`config.mk`:
```
export PLATFORM = sky130hd
export DESIGN_NAME = booth_seq_mult_32_flat
export DESIGN_NICKNAME = d
export VERILOG_FILES = /design/src/rtl/booth_seq_mult_32_if.sv /design/src/rtl/booth_seq_mult_32.sv /design/src/flat_wrapper.sv
export SDC_FILE = /design/constraint.sdc
export NUM_CORES = 1
export LEC_CHECK = 0
export ABC_AREA = 1
export CORE_MARGIN = 2
export CORE_UTILIZATION = 35
export DETAILED_ROUTE_END_ITERATION = 8
export PLACE_DENSITY = 0.61
export RECOVER_POWER = 50
export SLEW_MARGIN = 0
export SYNTH_ARGS = -nofsm -noshare
export SYNTH_HDL_FRONTEND = slang
export SYNTH_SLANG_ARGS = --single-unit
```
`constraint.sdc`:
```
create_clock -name clk -period 29.6 [get_ports clk]
set_input_delay 8.88 -clock clk [delete_from_list [all_inputs] [get_ports clk]]
set_output_delay 8.88 -clock clk [all_outputs]
set_load 0.02 [all_outputs]
```
`src/rtl/booth_seq_mult_32_if.sv`:
```
// ----------------------------------------------------------------------------
// booth_seq_mult_32_if
// Start/done handshake and operand/result bus of the sequential Booth
// multiplier.
//
//   start         1        request, sampled by the multiplier only when idle
//   multiplicand  WIDTH    signed operand M
//   multiplier    WIDTH    signed operand Q
//   busy          1        multiplier is not idle
//   done          1        one-cycle pulse, product valid
//   product       2*WIDTH  signed result, held until the next done
//
// master: the requester (drives start and operands)
// slave : the multiplier
// ----------------------------------------------------------------------------
interface booth_seq_mult_32_if #(
    parameter int WIDTH = 32
);
    logic                   start;
    logic [WIDTH-1:0]       multiplicand;
    logic [WIDTH-1:0]       multiplier;
    logic                   busy;
    logic                   done;
    logic [2*WIDTH-1:0]     product;

    modport master (
        output start, multiplicand, multiplier,
        input  busy, done, product
    );

    modport slave (
        input  start, multiplicand, multiplier,
        output busy, done, product
    );
endinterface

```
`src/rtl/booth_seq_mult_32.sv`:
```
// ----------------------------------------------------------------------------
// CRAdder_64
// 64-bit ripple-carry adder, the only arithmetic element of the Booth
// accumulate path.
//
//   a_i         in  64  addend
//   b_i         in  64  addend
//   cin_i       in  1   carry in
//   sum_o       out 64  a_i + b_i + cin_i (mod 2^64)
//   cout_o      out 1   carry out of bit 63
//   overflow_o  out 1   signed overflow (carry into bit 63 != carry out)
// ----------------------------------------------------------------------------
module CRAdder_64 (
    input  logic [63:0] a_i,
    input  logic [63:0] b_i,
    input  logic        cin_i,
    output logic [63:0] sum_o,
    output logic        cout_o,
    output logic        overflow_o
);
    always_comb begin
        logic [64:0] carry;
        // NOTE: every output of a combinational block is given a value on
        // every path (here before the loop) so no latch is inferred.
        carry      = '0;
        sum_o      = '0;
        carry[0]   = cin_i;
        for (int i = 0; i < 64; i++) begin
            sum_o[i]     = a_i[i] ^ b_i[i] ^ carry[i];
            carry[i + 1] = (a_i[i] & b_i[i]) | (carry[i] & (a_i[i] ^ b_i[i]));
        end
        cout_o     = carry[64];
        overflow_o = carry[63] ^ carry[64];
    end
endmodule

// ----------------------------------------------------------------------------
// booth_seq_mult_32
// Sequential radix-2 Booth multiplier, signed WIDTH x WIDTH -> 2*WIDTH,
// one Booth step per clock, fixed latency of WIDTH+1 cycles from the
// accepted start to the done pulse.
//
//   clk   in  1   clock, all state on the rising edge
//   rst   in  1   synchronous, active-high reset
//   bus   slave   start/multiplicand/multiplier in, busy/done/product out
// ----------------------------------------------------------------------------
module booth_seq_mult_32 #(
    parameter int WIDTH = 32
) (
    input  logic                 clk,
    input  logic                 rst,
    booth_seq_mult_32_if.slave   bus
);
    localparam int PW = 2 * WIDTH;

    if (WIDTH != 32) begin : g_width_check
        $error("booth_seq_mult_32: only WIDTH = 32 is supported");
    end

    localparam logic [1:0] IDLE = 2'd0;
    localparam logic [1:0] RUN  = 2'd1;
    localparam logic [1:0] DONE = 2'd2;

    localparam logic [5:0] LAST_STEP = 6'(WIDTH - 1);

    logic [1:0]       state_q,   state_d;
    logic [PW-1:0]    acc_q,     acc_d;
    logic [PW-1:0]    mc_q,      mc_d;
    logic [WIDTH-1:0] qr_q,      qr_d;
    logic             qm1_q,     qm1_d;
    logic [5:0]       cnt_q,     cnt_d;
    logic [PW-1:0]    product_q, product_d;

    logic [PW-1:0]    add_b;
    logic             add_cin;
    logic [PW-1:0]    add_sum;
    logic             add_cout;
    logic             add_ovf;

    // Booth recoding of {QR[0], qm1}: 01 adds M, 10 subtracts M as
    // ACC + ~MC + 1, 00/11 feed zero so ACC passes through the adder.
    always_comb begin
        add_b   = '0;
        add_cin = 1'b0;
        case ({qr_q[0], qm1_q})
            2'b01: add_b = mc_q;
            2'b10: begin
                add_b   = ~mc_q;
                add_cin = 1'b1;
            end
            default: ;
        endcase
    end

    CRAdder_64 u_adder (
        .a_i        (acc_q),
        .b_i        (add_b),
        .cin_i      (add_cin),
        .sum_o      (add_sum),
        .cout_o     (add_cout),
        .overflow_o (add_ovf)
    );

    // Carry-out is meaningless in modulo-2^64 arithmetic and overflow can
    // never occur for in-range partial products; both are observation only.
    logic unused_adder_flags;
    assign unused_adder_flags = add_cout ^ add_ovf;

    always_comb begin
        state_d   = state_q;
        acc_d     = acc_q;
        mc_d      = mc_q;
        qr_d      = qr_q;
        qm1_d     = qm1_q;
        cnt_d     = cnt_q;
        product_d = product_q;
        case (state_q)
            IDLE: begin
                if (bus.start) begin
                    acc_d   = '0;
                    mc_d    = {{WIDTH{bus.multiplicand[WIDTH-1]}}, bus.multiplicand};
                    qr_d    = bus.multiplier;
                    qm1_d   = 1'b0;
                    cnt_d   = '0;
                    state_d = RUN;
                end
            end
            RUN: begin
                acc_d = add_sum;
                mc_d  = mc_q << 1;
                qm1_d = qr_q[0];
                qr_d  = {qr_q[WIDTH-1], qr_q[WIDTH-1:1]};
                cnt_d = cnt_q + 6'd1;
                // The final step's adder result is the product; capture it
                // directly so ACC need not be read one cycle later.
                if (cnt_q == LAST_STEP) begin
                    product_d = add_sum;
                    state_d   = DONE;
                end
            end
            DONE:    state_d = IDLE;
            default: state_d = IDLE;
        endcase
    end

    // NOTE: sequential state is updated with non-blocking assignments so all
    // registers sample their _d values from the same pre-edge snapshot.
    always_ff @(posedge clk) begin
        if (rst) begin
            state_q   <= IDLE;
            acc_q     <= '0;
            mc_q      <= '0;
            qr_q      <= '0;
            qm1_q     <= 1'b0;
            cnt_q     <= '0;
            product_q <= '0;
        end else begin
            state_q   <= state_d;
            acc_q     <= acc_d;
            mc_q      <= mc_d;
            qr_q      <= qr_d;
            qm1_q     <= qm1_d;
            cnt_q     <= cnt_d;
            product_q <= product_d;
        end
    end

    assign bus.busy    = (state_q != IDLE);
    assign bus.done    = (state_q == DONE);
    assign bus.product = product_q;
endmodule

```
`src/flat_wrapper.sv`:
```
// flat-port wrapper written by rule: the top's interface ports become plain ports
module booth_seq_mult_32_flat 
#(
    parameter int WIDTH = 32
)
  (clk, rst, bus_start, bus_multiplicand, bus_multiplier, bus_busy, bus_done, bus_product);
  booth_seq_mult_32_if #(.WIDTH(WIDTH)) bus_i ();
  input  logic clk;
  input  logic rst;
  input wire logic [$bits(bus_i.start)-1:0] bus_start;
  input wire logic [$bits(bus_i.multiplicand)-1:0] bus_multiplicand;
  input wire logic [$bits(bus_i.multiplier)-1:0] bus_multiplier;
  output wire logic [$bits(bus_i.busy)-1:0] bus_busy;
  output wire logic [$bits(bus_i.done)-1:0] bus_done;
  output wire logic [$bits(bus_i.product)-1:0] bus_product;
  assign bus_i.start = bus_start;
  assign bus_i.multiplicand = bus_multiplicand;
  assign bus_i.multiplier = bus_multiplier;
  assign bus_busy = bus_i.busy;
  assign bus_done = bus_i.done;
  assign bus_product = bus_i.product;
  booth_seq_mult_32 #(.WIDTH(WIDTH)) u_core (.clk(clk), .rst(rst), .bus(bus_i));
endmodule
```
==> impl_metrics.env, run 1 <==
export IMPL_seqPwrFrac_pct=45.3
export IMPL_place_gp_congestion=0.7790
export IMPL_nNetsFinal=1596
export IMPL_p_sw_w=0.0001939
export IMPL_clkPwrFrac_pct=41.3
export IMPL_finalClockSkew_ns=0.007760
export IMPL_clk_latency_ns=0.52
export IMPL_maxCapViolCount=5
export IMPL_antenna_found_initial=0
export IMPL_dp_hpwl_um=16290
export IMPL_gr_usage_all_layers_pct=15.96
export IMPL_fin_crit_sh_pct=95.02
export IMPL_clkTransAtPathRegs_ns=0.06
export IMPL_ir_drop_mv=0.03656
export IMPL_cp_buffers_inverters=5
export IMPL_setup_tns_ns=0
export IMPL_min_period_ns=28.13
export IMPL_clkSinkCount=233
export IMPL_routedWlPerCell_um=13.88
export IMPL_drive_gt1_share_pct=7.968
export IMPL_finalPower_w=0.0007463
export IMPL_power_density_mw_per_mm2=56.63
export IMPL_grt_pass1_vias=8816
export IMPL_die_area_mm2=0.03252
export IMPL_cts_tree="built"
export IMPL_arrival_ns=28.49
export IMPL_clock_fmax_mhz=35.55
export IMPL_seq_area_frac_synth_pct=42.86
export IMPL_synth_top_area_share_pct=42.86
export IMPL_core_mm2=0.03059
export IMPL_hp_class="register to register"
export IMPL_finalSetupViolCount=0
export IMPL_num_rows=64
export IMPL_dr_pass1_iters=4
export IMPL_grt_max_degree=99
export IMPL_start_util_pct=35.58
export IMPL_htree_levels=1
export IMPL_cellInternalPower_w=0.0005524
export IMPL_status="finished, violations left"
export IMPL_required_ns=29.96
export IMPL_endpoint_kind="register"
export IMPL_fin_area_mm2=0.01318
export IMPL_power_share_switching_pct=25.98
export IMPL_met3_usage_pct=2.749
export IMPL_syn_mean_instance_area_um2=7.853
export IMPL_slew_headroom_pct=-105.8
export IMPL_fp_dieH_um=180.3
export IMPL_synth_edf_count=0
export IMPL_finalHoldViolCount=0
export IMPL_synth_cell_type_count=23
export IMPL_worst_slew_pin_slew_ns=3.075
export IMPL_ys_flop_type="dfxtp_1"
export IMPL_met1_usage_pct=21.60
export IMPL_vias_per_cell=4.823
export IMPL_cts_hold_buf=0
export IMPL_final_core_util_pct=43.08
export IMPL_yosys_warnings=0
export IMPL_synthCells=1386
export IMPL_violations="capacitance limit, slew limit"
export IMPL_post_cts_setup_buffers=0
export IMPL_drc=0
export IMPL_cts_resized=0
export IMPL_root_buffer="clkbuf_16"
export IMPL_rsz0062_at_grt="no"
export IMPL_path_common_cell="fa_1"
export IMPL_io_buffers=132
export IMPL_async_reset_ff_share_pct=0
export IMPL_globalRouteOverflowTotal=0
export IMPL_synth_top_cells_by_area="dfxtp_1, fa_1, nand2_1, a21oi_1, o21ai_0"
export IMPL_drv_slew=266
export IMPL_globalRouteMet2Util_pct=26.55
export IMPL_areaGrowthSynthToFinish_pct=21.08
export IMPL_cp_slowest_cell="fa_1"
export IMPL_place_area_mm2=0.01238
export IMPL_grt_pass1_wl_um=44020
export IMPL_crit_fanout=16
export IMPL_die_w_um=180.3
export IMPL_yosys_top_cells_count="nand2_1, dfxtp_1, a21oi_1"
export IMPL_num_io_pins=133
export IMPL_ant_nets=0
export IMPL_wl_um=26050
export IMPL_clockBufferDepth=3
export IMPL_pwr_share_comb_pct=13.4
export IMPL_cp_top_family="adder cells"
export IMPL_synth_area_mm2=0.01088
export IMPL_busiest_layer="met2"
export IMPL_critPathLaunchType="register"
export IMPL_drtIter0Drc=462
export IMPL_synth_nets=1517
export IMPL_critical_path_max_stage_delay_ns=0.45
export IMPL_cts_buffers_inserted=27
export IMPL_num_antenna_cells=0
export IMPL_path_class="register to register"
export IMPL_yosysMostFrequentCell="nand2_1"
export IMPL_dr_total_vias=9053
export IMPL_synth_top_cell_by_area="dfxtp_1"
export IMPL_p_leak_nw=4.881
export IMPL_ys_seq_elements=233
[kinds of logic (layout without fill, tap and decap cells)]
family / count (synthesis) / count (layout) / synth area share, %
AND/OR/NAND/NOR: 552 / 553 / 22.53
flip-flops: 233 / 233 / 42.86
buffers and inverters: 206 / 300 / 7.645
AO/OA/AOI/OAI: 331 / 331 / 15.27
adder cells (fa/ha/maj): 64 / 64 / 11.70
[routing by layer]
metal / vias to the layer above / wire length, um
li1: 4594 / -
met1: 4272 / 12660
met2: 159 / 11800
met3: 28 / 1168
met4: 0 / 423
met5: - / 0
[flip-flops by register name, summed over array words and instances (netlist names)]
signal	count
u_core.acc_q	64
u_core.qr_q	32
u_core.bus.product	64
u_core.qm1_q	1
u_core.cnt_q	6
u_core.mc_q	64
u_core.state_q	2
[cell usage in the layout (no fill, tap or decap), drive strengths merged]
cell type / synthesis / final
or2: 60 / 60
clkinv: 0 / 3
clkinvlp: 0 / 1
dlygate4sd3: 0 / 67
clkdlybuf4s50: 0 / 64
nor3b: 31 / 31
ha: 1 / 1
dfxtp: 233 / 233
a22oi: 1 / 1
inv: 113 / 112
nor2: 102 / 103
a21oi: 201 / 201
fa: 63 / 63
nand2: 292 / 292
clkbuf: 56 / 44
o21ai: 128 / 128
nand3: 67 / 67
buf: 37 / 9
o211ai: 1 / 1
[power groups by stage]
| stage | logic, W | registers (W) | clock network, W |
|---|---|---|---|
| floorplan | 0.0000717 | 0.000343 | 0 |
| global placement | 0.0000999 | 0.000344 | 0 |
| detailed placement | 0.000101 | 0.000345 | 0 |
| CTS | 0.000102 | 0.000338 | 0.000318 |
| global route | 0.000115 | 0.000340 | 0.000331 |
| finish | 0.0000998 | 0.000338 | 0.000308 |
[area by class of cell]
| type | count | area (um2) |
|---|---|---|
| Fill cell | 3135 | 17410 |
| Sequential cell | 233 | 4666 |
| Inverter | 113 | 425.4 |
| Timing Repair Buffer | 142 | 1386 |
| Tap cell | 396 | 495.5 |
| Multi-Input combinational cell | 948 | 5389 |
| Clock buffer | 42 | 802.0 |
| Clock inverter | 3 | 15.01 |
[worst reg2reg max path: cells and delay by family, from the launching register on]
kind	cells	cell delay (ns)
AOI/OAI and AO/OA	2	0.20
adders and majority gates	63	26.38
buffers and inverters	5	0.37
DFF	1	0.37
and+or+nand+nor	6	0.66
[path summary, 6_finish.rpt]
path | slack (ns) | cells past startpoint | to | startpoint
min reg2reg | 0.46 | 2 | u_core.acc_q[51] | u_core.acc_q[51]
min | 0.46 | 2 | u_core.acc_q[51] | u_core.acc_q[51]
max reg2reg | 1.47 | 76 | u_core.acc_q[63] | u_core.qm1_q
max | 1.47 | 76 | u_core.acc_q[63] | u_core.qm1_q
[stage by stage]
stage / std cells / hold slack, ns / setup WS [ns]
2_1_floorplan: 1386 / 0.4391 / 2.165
3_3_place_gp: 1831 / 0.4486 / 1.341
3_5_place_dp: 1831 / 0.4526 / 1.136
4_1_cts: 1876 / 0.4615 / 1.041
5_1_grt: 1877 / 0.4722 / 0.1075
6_report: 1877 / 0.4573 / 1.473
Power figures use the tool's default switching activity.
==> run 2, diff against run 1 <==
--- a/config.mk
+++ b/config.mk
@@ -11,6 +11,7 @@
 export DETAILED_ROUTE_END_ITERATION = 8
 export PLACE_DENSITY = 0.61
 export RECOVER_POWER = 50
+export REMOVE_ABC_BUFFERS = 1
 export SLEW_MARGIN = 0
 export SYNTH_ARGS = -nofsm -noshare
 export SYNTH_HDL_FRONTEND = slang
==> run 2 against run 1 <==
The run still ends with capacitance limit, slew limit left. Critical path depth unchanged. Sequential cell count unchanged. Register-to-register slack lost 0.05 ns. Global-route usage fell by 0.44 points. Via count fell by 1.0%.
==> impl_metrics.env, run 2 (synthesis gave the netlist of run 1 again) <==
export IMPL_met1_usage_pct=21.01
export IMPL_required_ns=30.02
export IMPL_place_gp_congestion=0.7667
export IMPL_dp_hpwl_um=15700
export IMPL_place_ws_ns=1.224
export IMPL_final_cell_mix="nand2_1, dfxtp_1, a21oi_1"
export IMPL_place_area_mm2=0.01239
export IMPL_fp_dieH_um=180.3
export IMPL_clock_fmax_mhz=35.49
export IMPL_cts_hold_buf=0
export IMPL_cts_tree="built"
export IMPL_final_common_cell="nand2_1"
export IMPL_fin_hold_ws_ns=0.4592
export IMPL_clkSinkCount=233
export IMPL_met3_usage_pct=3.739
export IMPL_nNetsFinal=1595
export IMPL_fin_area_mm2=0.01331
export IMPL_core_mm2=0.03059
export IMPL_vias_per_cell=4.765
export IMPL_setup_tns_ns=0
export IMPL_crit_fanout=62
export IMPL_routedWlPerCell_um=13.49
export IMPL_die_area_mm2=0.03252
export IMPL_cp_buffers_inverters=5
export IMPL_whs_path_depth=2
export IMPL_hp_class="register to register"
export IMPL_ir_drop_mv=0.04490
export IMPL_dr_pass1_iters=5
export IMPL_cts_resized=0
export IMPL_fin_crit_sh_pct=95.18
export IMPL_globalRouteOverflowTotal=0
export IMPL_clk_latency_ns=0.54
export IMPL_finalPower_w=0.0007877
export IMPL_maxCapViolCount=5
export IMPL_wl_um=25350
export IMPL_ff2ff_path_depth=76
export IMPL_cp_slowest_cell="fa_1"
export IMPL_ant_nets=0
export IMPL_arrival_ns=28.59
export IMPL_critical_path_max_stage_delay_ns=0.50
export IMPL_drive_gt1_share_pct=8.288
export IMPL_clockBufferDepth=3
export IMPL_finalClockSkew_ns=0.01978
export IMPL_grt_pass1_vias=8716
export IMPL_drtIter0Drc=430
export IMPL_finalHoldViolCount=0
export IMPL_grt_max_degree=112
export IMPL_violations="capacitance limit, slew limit"
export IMPL_layout_setup_ws_ns=1.426
export IMPL_path_depth=76
export IMPL_status="finished, violations left"
export IMPL_cp_top_family="adder cells"
export IMPL_finalSetupViolCount=0
export IMPL_drv_slew=287
export IMPL_cts_buffers_inserted=27
export IMPL_globalRouteMet2Util_pct=25.18
export IMPL_drc=0
export IMPL_antenna_found_initial=1
export IMPL_clkTransAtPathRegs_ns=0.06
export IMPL_areaGrowthSynthToFinish_pct=22.30
export IMPL_htree_levels=1
export IMPL_slew_headroom_pct=-237.2
export IMPL_path_class="register to register"
export IMPL_io_buffers=132
export IMPL_num_antenna_cells=0
export IMPL_start_util_pct=35.58
export IMPL_endpoint_kind="register"
export IMPL_gr_usage_all_layers_pct=15.52
export IMPL_num_rows=64
export IMPL_min_period_ns=28.17
export IMPL_num_io_pins=133
export IMPL_dr_total_vias=8958
export IMPL_post_cts_setup_buffers=0
export IMPL_root_buffer="clkbuf_16"
export IMPL_power_density_mw_per_mm2=59.18
export IMPL_path_common_cell="fa_1"
export IMPL_worst_slew_pin_slew_ns=5.058
export IMPL_fillers=3098
export IMPL_rsz0062_at_grt="no"
export IMPL_p_leak_nw=4.944
export IMPL_die_w_um=180.3
export IMPL_critPathLaunchType="register"
export IMPL_busiest_layer="met2"
export IMPL_grt_pass1_wl_um=43030
## run 2: cell count changes in the layout (fill, tap and decap cells not counted), moves of 2 or more
cell,before,now
clkbuf_8,7,9
buf_4,9,7
clkbuf_1,10,8
nand3_4,0,2
bufinv_16,0,3
## run 2: path summary, 6_finish.rpt
check                                      start                     end  slack [ns]
worst max register to register      u_core.qm1_q  u_core.bus.product[63]        1.43
worst max-delay path                u_core.qm1_q  u_core.bus.product[63]        1.43
worst min register to register  u_core.acc_q[59]        u_core.acc_q[59]        0.46
worst min-delay path            u_core.acc_q[59]        u_core.acc_q[59]        0.46
## run 2: per-layer routing
layer	part of all wire, %	wire, um
met1	47	11840
met2	45	11410
met3	6.3	1604
met4	2.0	501
met5	0	0
## run 2: worst min-delay path, stage by stage (launching register included)
cell,delay [ns]
dfxtp_1,0.31
nand2_1,0.06
a21oi_1,0.05
## run 2: layout make-up
type,instances,area [um2],area share [%]
Multi-Input combinational cell,947,5403,40.59
Sequential cell,233,4664,35.04
Timing Repair Buffer,142,1379,10.36
Clock buffer,40,814.5,6.119
Tap cell,396,495.5,3.722
Inverter,113,425.4,3.196
Clock inverter,9,130.1,0.9775
## run 2: stage by stage
step	utilization [%]	std cells
2_1_floorplan	-	1293
6_report	43.52	1880
5_1_grt	43.52	1880
3_3_place_gp	40.51	1831
3_5_place_dp	40.51	1831
4_1_cts	43.60	1880
## run 2: where the power goes
part / internal [W] / switching [W] / total [W]
registers: 0.000329 / 0.00000904 / 0.000338
clock network: 0.000216 / 0.000131 / 0.000347
logic: 0.0000418 / 0.0000607 / 0.000103
total: 0.000587 / 0.000201 / 0.000788
==> run 3, diff against run 2 <==
--- a/config.mk
+++ b/config.mk
@@ -5,11 +5,12 @@
 export SDC_FILE = /design/constraint.sdc
 export NUM_CORES = 1
 export LEC_CHECK = 0
-export ABC_AREA = 1
+export ABC_AREA = 0
 export CORE_MARGIN = 2
 export CORE_UTILIZATION = 35
+export CTS_CLUSTER_SIZE = 8
 export DETAILED_ROUTE_END_ITERATION = 8
-export PLACE_DENSITY = 0.61
+export PLACE_DENSITY = 0.62
 export RECOVER_POWER = 50
 export REMOVE_ABC_BUFFERS = 1
 export SLEW_MARGIN = 0
==> run 3 against run 2 <==
The flow still finishes with violations (capacitance limit, slew limit). Setup slack got worse by 0.0094 ns. Sequential power about the same. Via count decreased by 1.9%. First-iteration DRC count increased by 35%. Final cell count decreased by 8.8%. Utilization increased by 0.086 points. Cell area decreased by 2.7%. Clock-buffer cell count decreased by 1. Non-clock buffer count increased by 2. Critical endpoint unchanged.
==> impl_metrics.env, run 3 <==
export IMPL_finalHoldViolCount=0
export IMPL_hold_start="u_core.qr_q[1]"
export IMPL_num_io_pins=133
export IMPL_vias_per_cell=5.126
export IMPL_cts_buffers_inserted=35
export IMPL_maxCapViolCount=5
export IMPL_root_buffer="clkbuf_16"
export IMPL_core_mm2=0.02972
export IMPL_fin_cells=1715
export IMPL_holdPathEnd="u_core.qr_q[1]"
export IMPL_clock_fmax_mhz=35.48
export IMPL_antenna_found_initial=0
export IMPL_rrSetupSlack_ns=1.42
export IMPL_synth_edf_count=0
export IMPL_clkTransAtPathRegs_ns=0.05
export IMPL_yosys_top_cells_count="nor2_1, dfxtp_1, a21oi_1"
export IMPL_dp_cells=1673
export IMPL_drv_slew=314
export IMPL_drtIter0Drc=579
export IMPL_synth_top_family_by_area="simple AND/OR/NAND/NOR gates"
export IMPL_synthAdderAreaFrac_pct=12.01
export IMPL_synthCells=1247
export IMPL_start_util_pct=35.67
export IMPL_finalPower_w=0.0007741
export IMPL_nNetsFinal=1451
export IMPL_ys_flop_type="dfxtp_1"
export IMPL_synth_simple_area_share_pct=18.38
export IMPL_drc=0
export IMPL_synth_compound_area_share_pct=18.09
export IMPL_min_period_ns=28.18
export IMPL_whs_path_depth=2
export IMPL_path_class="register to register"
export IMPL_r2r_end="u_core.bus.product[63]"
export IMPL_grt_max_degree=95
export IMPL_cts_resized=0
export IMPL_gr_usage_all_layers_pct=16.21
export IMPL_seq_area_frac_synth_pct=44.00
export IMPL_rsz0062_at_grt="no"
export IMPL_setup_tns_ns=0
export IMPL_htree_levels=2
export IMPL_clockBufferDepth=3
export IMPL_cts_hold_buf=0
export IMPL_num_rows=63
export IMPL_critPathLaunchType="register"
export IMPL_dp_hpwl_um=15540
export IMPL_critical_path_max_stage_delay_ns=0.46
export IMPL_clkPwrFrac_pct=45.3
export IMPL_cp_buffers_inverters=2
export IMPL_synthXorXnorAreaFrac_pct=0.1652
export IMPL_power_share_switching_pct=25.33
export IMPL_synth_top_cell_by_area="dfxtp_1"
export IMPL_final_common_cell="nor2_1"
export IMPL_cts_tree="built"
export IMPL_path_common_cell="fa_1"
export IMPL_clkSinkCount=233
export IMPL_endpoint_kind="register"
export IMPL_post_cts_setup_buffers=0
export IMPL_arrival_ns=28.37
export IMPL_synthMuxAreaShare_pct=0.4957
export IMPL_r2r_start="u_core.qr_q[0]"
export IMPL_p_sw_w=0.0001961
export IMPL_wl_um=25260
export IMPL_place_gp_congestion=0.7645
export IMPL_cellInternalPower_w=0.0005780
export IMPL_yosys_warnings=0
export IMPL_pwr_share_comb_pct=10.8
export IMPL_finalClockSkew_ns=0.02287
export IMPL_p_leak_nw=4.490
export IMPL_clk_latency_ns=0.51
export IMPL_crit_fanout=6
export IMPL_yosysMostFrequentCell="nor2_1"
export IMPL_num_antenna_cells=0
export IMPL_fin_crit_sh_pct=95.21
export IMPL_ff2ff_path_depth=70
export IMPL_final_cell_mix="nor2_1, dfxtp_1, a21oi_1"
export IMPL_synth_top_cells_by_area="dfxtp_1, nor2_1, fa_1, a21oi_1, a211oi_1"
export IMPL_drive_gt1_share_pct=4.528
export IMPL_seqPwrFrac_pct=43.9
export IMPL_worst_slew_pin_slew_ns=4.044
export IMPL_areaGrowthSynthToFinish_pct=22.22
export IMPL_die_w_um=178.0
export IMPL_cp_slowest_cell="dfxtp_1"
export IMPL_dr_pass1_iters=4
export IMPL_status="finished, violations left"
export IMPL_grt_pass1_vias=8478
export IMPL_ys_seq_elements=233
export IMPL_io_buffers=132
export IMPL_hp_class="register to register"
export IMPL_fp_dieH_um=178.0
export IMPL_async_reset_ff_share_pct=0
export IMPL_synth_area_mm2=0.01060
export IMPL_finalSetupViolCount=0
export IMPL_ir_drop_mv=0.03082
export IMPL_syn_mean_instance_area_um2=8.502
export IMPL_synth_top_area_share_pct=44.00
export IMPL_required_ns=29.78
export IMPL_power_density_mw_per_mm2=59.74
export IMPL_synth_cell_type_count=39
export IMPL_cp_top_family="adder cells"
export IMPL_dr_total_vias=8791
export IMPL_violations="capacitance limit, slew limit"
export IMPL_globalRouteOverflowTotal=0
export IMPL_routedWlPerCell_um=14.73
export IMPL_grt_pass1_wl_um=42090
export IMPL_slew_headroom_pct=-169.6
export IMPL_die_area_mm2=0.03170
export IMPL_ant_nets=0
[run 3: changes by cell type after synthesis, moves of 60 or more]
cell and change:
nor2_1 +277, nand3_1 -60, o21ai_0 -116, a21oi_1 -100, nand2_1 -244, a31oi_1 +60
[run 3: cell type report]
cell class              count  area, um2
clock buffers              39      920.9
fillers                  2927      16760
flip-flops and latches    233       4664
multi-input cells         842       5228
clock inverters             3      26.28
well taps                 390      488.0
repair buffers            144       1390
inverters                  64      240.2
[run 3: metrics by stage]
stage	worst slack [ns]	area (um2)	utilization [%]	hold slack [ns]
finish	1.417	12960	43.60	0.4532
global route	0.2685	12960	43.60	0.4728
CTS	1.235	13000	43.76	0.4535
detailed placement	1.280	12060	40.57	0.4466
global placement	1.523	12060	40.57	0.4419
floorplan	0.3999	10110	-	0.4300
[run 3: worst max-delay path by stage]
stage	from	to	slack [ns]	depth (start not counted)
4_1_cts	u_core.qr_q[0]	u_core.bus.product[62]	1.24	69
5_1_grt	u_core.qr_q[0]	u_core.bus.product[62]	0.27	69
2_1_floorplan	u_core.qm1_q	u_core.bus.product[63]	0.40	71
3_5_place_dp	u_core.qr_q[0]	u_core.bus.product[62]	1.28	69
6_report	u_core.qr_q[0]	u_core.bus.product[63]	1.42	70
3_3_place_gp	u_core.qr_q[0]	u_core.bus.product[63]	1.52	70
[run 3: cells by family (layout without fill, tap and decap cells)]
family / count (synthesis) / count (layout)
buffers and inverters: 172 / 250
multiplexers: 5 / 5
XOR/XNOR: 2 / 2
flip-flops: 233 / 233
AO/OA/AOI/OAI: 293 / 293
AND/OR/NAND/NOR: 478 / 478
adder cells (fa/ha/maj): 64 / 64
[run 3: worst min-delay path, delay by kind of cell (launching register included)]
kind            cells  cell delay (ns)
compound gates      1             0.05
simple gates        1             0.05
flops               1             0.30
[run 3: power by group through the flow]
stage / clock [W] / sequential [W] / combinational, W
after global routing: 0.000376 / 0.000341 / 0.0000954
after global placement: 0 / 0.000345 / 0.0000836
final: 0.000351 / 0.000340 / 0.0000836
after floorplan: 0 / 0.000342 / 0.0000539
after CTS: 0.000361 / 0.000339 / 0.0000855
after detailed placement: 0 / 0.000345 / 0.0000851
[run 3: metal layers]
metal / GRT usage (%) / wire length [um] / share of wire, %
met5: 0 / 0 / 0
met4: 4.577 / 469 / 1.9
met3: 4.135 / 1600 / 6.3
met2: 27.02 / 11790 / 47
met1: 20.76 / 11410 / 45
